--- src/rtl/in_port.sv ---
// Debounced 8-bit input port: two-flop synchronizer, whole-byte stability counter,
// committed value readable with a sticky "changed" flag that a CPU read clears.
module in_port #(
  parameter int unsigned DEBOUNCE_CYCLES = 4
) (
  input  logic       clk,
  input  logic       rst,
  input  logic [7:0] in_lines,
  input  logic       read_enable,
  output logic [7:0] read_data,
  output logic       changed
);

  localparam int CW = (DEBOUNCE_CYCLES > 1) ? $clog2(DEBOUNCE_CYCLES) : 1;
  localparam logic [CW-1:0] CNT_MAX = CW'(DEBOUNCE_CYCLES - 1);

  logic [7:0]    sync1_q, sync2_q;
  logic [7:0]    cand_q, cand_d;
  logic [CW-1:0] cnt_q, cnt_d;
  logic [7:0]    stable_q, stable_d;
  logic          changed_q, changed_d;
  logic          commit_diff;

  always_comb begin
    cand_d      = cand_q;
    cnt_d       = cnt_q;
    stable_d    = stable_q;
    commit_diff = 1'b0;
    if (sync2_q != cand_q) begin
      cand_d = sync2_q;
      cnt_d  = '0;
    end else if (cnt_q != CNT_MAX) begin
      cnt_d = cnt_q + CW'(1);
    end else begin
      // Saturated: keep re-committing the candidate; only a real change flags it.
      stable_d    = cand_q;
      commit_diff = (cand_q != stable_q);
    end
    if (commit_diff)      changed_d = 1'b1;
    else if (read_enable) changed_d = 1'b0;
    else                  changed_d = changed_q;
  end

  always_ff @(posedge clk or posedge rst) begin
    if (rst) begin
      sync1_q   <= '0;
      sync2_q   <= '0;
      cand_q    <= '0;
      cnt_q     <= '0;
      stable_q  <= '0;
      changed_q <= 1'b0;
    end else begin
      sync1_q   <= in_lines;
      sync2_q   <= sync1_q;
      cand_q    <= cand_d;
      cnt_q     <= cnt_d;
      stable_q  <= stable_d;
      changed_q <= changed_d;
    end
  end

  assign read_data = stable_q;
  assign changed   = changed_q;

endmodule

--- config.mk ---
export PLATFORM = sky130hd
export DESIGN_NAME = in_port
export DESIGN_NICKNAME = d
export VERILOG_FILES = /design/src/rtl/in_port.sv
export SDC_FILE = /design/constraint.sdc
export NUM_CORES = 1
export LEC_CHECK = 0
export BUFFER_PORTS_ARGS = -buffer_cell sky130_fd_sc_hd__buf_4
export CAP_MARGIN = 20
export CORE_MARGIN = 2
export CORE_UTILIZATION = 48
export DETAILED_ROUTE_END_ITERATION = 8
export GPL_ROUTABILITY_DRIVEN = 0
export PLACE_DENSITY = 0.73
export REMOVE_ABC_BUFFERS = 1
export SLEW_MARGIN = 20
export SYNTH_ARGS = -nofsm -noshare
export SYNTH_HDL_FRONTEND = slang
export SYNTH_SLANG_ARGS = --single-unit
--- constraint.sdc ---
create_clock -name clk -period 1.4 [get_ports clk]
set_clock_uncertainty 0.05 [all_clocks]
set_input_delay 0.28 -clock clk [delete_from_list [all_inputs] [get_ports clk]]
set_output_delay 0.28 -clock clk [all_outputs]
set_load 0.03 [all_outputs]
======== Word-level counts from Yosys, hierarchy flattened ========
Cells that the tools add are included.
W data, S select, Z words.
storage, ports and cells
  bits in registers ....................... 35
  latch bits .............................. 0
  memory bits (writable) .................. 0
  bits in read-only memories .............. 0
  input port bits ......................... 11
  output and inout bits ................... 9
  memories ................................ 0
cells by class
  add/sub/neg operators ................... 1
  $mul .................................... 0
  div/mod/pow operators ................... 0
  $lt $le $gt $ge ......................... 0
  eq/ne operators ......................... 3
  shifts and indexed selects .............. 0
  muxes and demuxes ....................... 6
  bitwise gates (word level) .............. 2
  reductions and logical operators ........ 3
operators by type and width
  operator               number
  $ne A8 B8 Y1           2
  $mux W1                4
  $mux W2                2
  $reduce_bool A2 Y1     2
  $add A2 B1 Y2 const B  1
  $ne A2 B2 Y1 const B   1
  $not A1 Y1             2
  $reduce_and A2 Y1      1

======== Depth between registers and ports, before layout ========
  word-level depth ........................ 4
  gate-level depth with buffers ........... 4

======== Worst setup path before layout ========
OpenSTA, ideal clock, no wires.
  kind .................................... register -> register
  from .................................... register cand_q[6]
  to ...................................... register stable_q[0] (netlist: read_data[0])
  data arrival time ....................... 1.406 ns
  data required time ...................... 1.225 ns
  slack ................................... -0.181 ns
  stages on the path, launching flop included .. 5
  buffers on the path ..................... 0
  clock period less this slack ............ 1.581 ns
  path through ............................ dfrtp_1 xor2_1 nor4_2 nand3_2 mux2_2
between the ends
  cells in the longest elaborated chain, start to end .. 3
RTL lines
  what                                line  source
  start: declaration                  18    logic [7:0] cand_q, cand_d;
  start signal: assignment            55    cand_q <= cand_d;
  $ne A8 B8 Y1                        29    if (sync2_q != cand_q) begin
  $not A1 Y1 (no source line)         --
  $reduce_and A2 Y1 (no source line)  --
  end signal: assignment              57    stable_q <= stable_d;
  end: declaration                    20    logic [7:0] stable_q, stable_d;
Every way passes these cells.
A chain may end at the register's enable or synchronous reset.

======== Worst setup path after layout ========
  from .................................... register sync2_q[7]
  to ...................................... register stable_q[5] (netlist: read_data[5])
between the ends
  cells in the longest elaborated chain, start to end .. 3
RTL lines
  what                                line  source
  start: declaration                  17    logic [7:0] sync1_q, sync2_q;
  start signal: assignment            54    sync2_q <= sync1_q;
  $ne A8 B8 Y1                        29
  $not A1 Y1 (no source line)         --
  $reduce_and A2 Y1 (no source line)  --
Every way passes these cells.

==> metrics.txt <==
status complete, but fails checks; failing checks setup timing; Setup crit end kind flip-flop; period utilisation layout 117%; n_diodes 0; Starting DRT DRC Count 4; WP buf/inv 1; reg2reg end read_data[5]; hold crit path type in2reg; post-DP HPWL 1.22 mm; top post-synthesis cells by area dfrtp_1, mux2_2, xor2_1; Max IR drop VDD 0.918 mV; Fmax 610 MHz; post-route cell area 1680 um^2; worst reg2reg setup slack -0.24 ns; net load switching power 0.000375 W; die width 54.9 um; antenna violations before repair 0; layout cells sized above 1 43.1%; DR DRC count 0; Final #Nets 134; met1 WL 798 um; RR Startpoint sync2_q[7]; clock-pin slew on the worst setup and hold paths 0.10 ns; worst setup margin -0.240 ns; Pwr per Cell Area 1070 nW/um^2; ys async rst share 100%; Max Slew Vio Count 0; Post-Place Cell Area 1480 um^2; P&R area growth vs syn 35.1%; FF-to-FF path depth 5; Placeable Area 2480 um^2; Clock Path Buffers 2; Worst Tran Pin Value 0.422 ns; Reg power frac 59.5%; Avg WL per Cell 12.1 um; RSZ-0062 raised after global routing true; Slew HR 71.8%; slowest stage delay, CP 0.40 ns; Logic pwr share 7.4%; HP Start read_enable; Rows 18; Met3 Wirelength 117 um; clk root buf clkbuf_4; CP startpoint sync2_q[7]; crit-path max FO 9; Pint 0.00142 W; grt ovf 0; share of the synthesized area in the top cell type 70.4%; critical path's slowest cell dfrtp_1; number of CTS-inserted buffers 5; largest net degree at the start of global routing 36; worst hold stages 2; Routed Antenna Nets 0; EDFF count, synth 0; routed via count 712; Setup CP Type reg2reg; die area 3010 um^2; total power 0.00179 W; uppermost layer routed met4; sequential share of the synthesized area 70.4%; Worst Path Required 1.56 ns; Netlist cell types 14; PortBufs 19; die height 54.9 um; post-route minimum period 1.64 ns; H-tree levels 2; setup violators final 9; routed wl met2 900 um; critical-path cell list xor2_1, nor4_2, nand3_2, buf_6, mux2_2; Mapped Area 1240 um^2; Clk Latency, worst-skew pair 0.33 ns; worst path arrival time 1.80 ns; yosys warns 0; clock sink count 35; Routed WL 1.86 mm; Starting Density 50.2%; Yosys reg bits 35; global-route wire length before repair 3.03 mm; syn avg cell area 15.2 um^2; Hold Fails Final Rpt 0; Post-synth top flop dfrtp_1; Clock power frac 33.1%; gr usage total 15.5%; CP Launch Type flip-flop; TritonRoute pass-1 iters 2; TritonCTS clock tree yes; Sw Ratio 20.9%; Max-cap violations 0; Via density 4.65; CP top delay family simple AND/OR/NAND/NOR gates; Min-Delay Endpoint changed; vias in the first global route 714; I/O pins 20; P_leak 0.823 nW; largest area contributor in the netlist dfrtp_1; Synth Instances 82
## routing by layer
metal / up-vias / track usage (%)
met4: 0 / 8.54
met1: 345 / 17.4
li1: 342 / -
met2: 21 / 24.4
met3: 4 / 7.26
met5: - / 0
## synth_stat cells (all sizes together) (2+ instances only)
library cell / n
dfrtp: 35
xor2: 9
clkbuf: 8
mux2: 8
xnor2: 8
nor2: 3
inv: 2
nand4: 2
nor4: 2
## cells in the final DEF (no fill, tap or decap), drive strengths merged, types with 3 or more instances in the layout
cell          n
xnor2         8
dfrtp        35
nor2          3
xor2          9
buf          32
mux2          8
dlygate4sd3   9
clkbuf        8
## how the worst max path moves through the flow
stage,to,slack [ns],cells after the start
finish,read_data[5],-0.24,5
global route,read_data[6],-0.33,5
CTS,read_data[2],-0.23,5
detailed placement,read_data[2],-0.34,4
global placement,read_data[6],-0.32,4
floorplan,read_data[0],-0.18,4
## what timing repair did
action                                 4_1_cts  5_1_grt
setup buffers                                2        1
endpoints found under the hold margin       43        0
setup endpoints to repair                   11       11
hold buffers                                 9        0
gates resized for setup                      3        3
pin swaps                                    3        3
## power by group through the flow
stage	clock network [W]	registers, W	logic, W
floorplan	0	0.00108	0.0000479
global placement	0	0.00108	0.000103
detailed placement	0	0.00108	0.000105
CTS	0.000623	0.00107	0.000134
global route	0.000662	0.00107	0.000147
finish	0.000593	0.00106	0.000133
## cell type report
class	count	area (um^2)
Clock buffer	8	68.8
Fill cell	187	797
Inverter	2	7.51
Multi-Input combinational cell	37	357
Sequential cell	35	876
Tap cell	30	37.5
Timing Repair Buffer	41	334
## worst register-to-register path: stages, from the launching register on
cell and delay (ns):
dfrtp_1 0.40, xor2_1 0.17, nor4_2 0.37, nand3_2 0.11
buf_6 0.16, mux2_2 0.27
## state kept, by name, summed over array words and instances (netlist names)
register   flops
changed        1
sync1_q        8
read_data      8
cand_q         8
sync2_q        8
cnt_q          2
## cells by family (layout without fill, tap and decap cells)
family,Yosys count,after routing,share of synthesized area [%]
AOI/OAI and AO/OA,1,1,0.503
xor gates and xnor gates,17,17,12.0
adders and majority gates,1,1,1.01
buffers and inverters,10,51,3.02
DFF,35,35,70.4
muxes,9,9,8.05
and+or+nand+nor,9,9,5.03
## metrics by stage
step | instances | utilization, % | TNS [ns] | worst slack (ns) | hold WS [ns]
6_report | 153 | 67.8 | -1.94 | -0.240 | 0.0896
4_1_cts | 153 | 67.4 | -1.86 | -0.232 | 0.0749
3_5_place_dp | 134 | 59.6 | -2.81 | -0.341 | 0.285
2_1_floorplan | 74 | - | -1.45 | -0.181 | 0.261
5_1_grt | 153 | 67.8 | -2.79 | -0.326 | 0.0695
3_3_place_gp | 134 | 59.6 | -2.62 | -0.315 | 0.282
No activity file was read; power rests on OpenSTA's default activity.
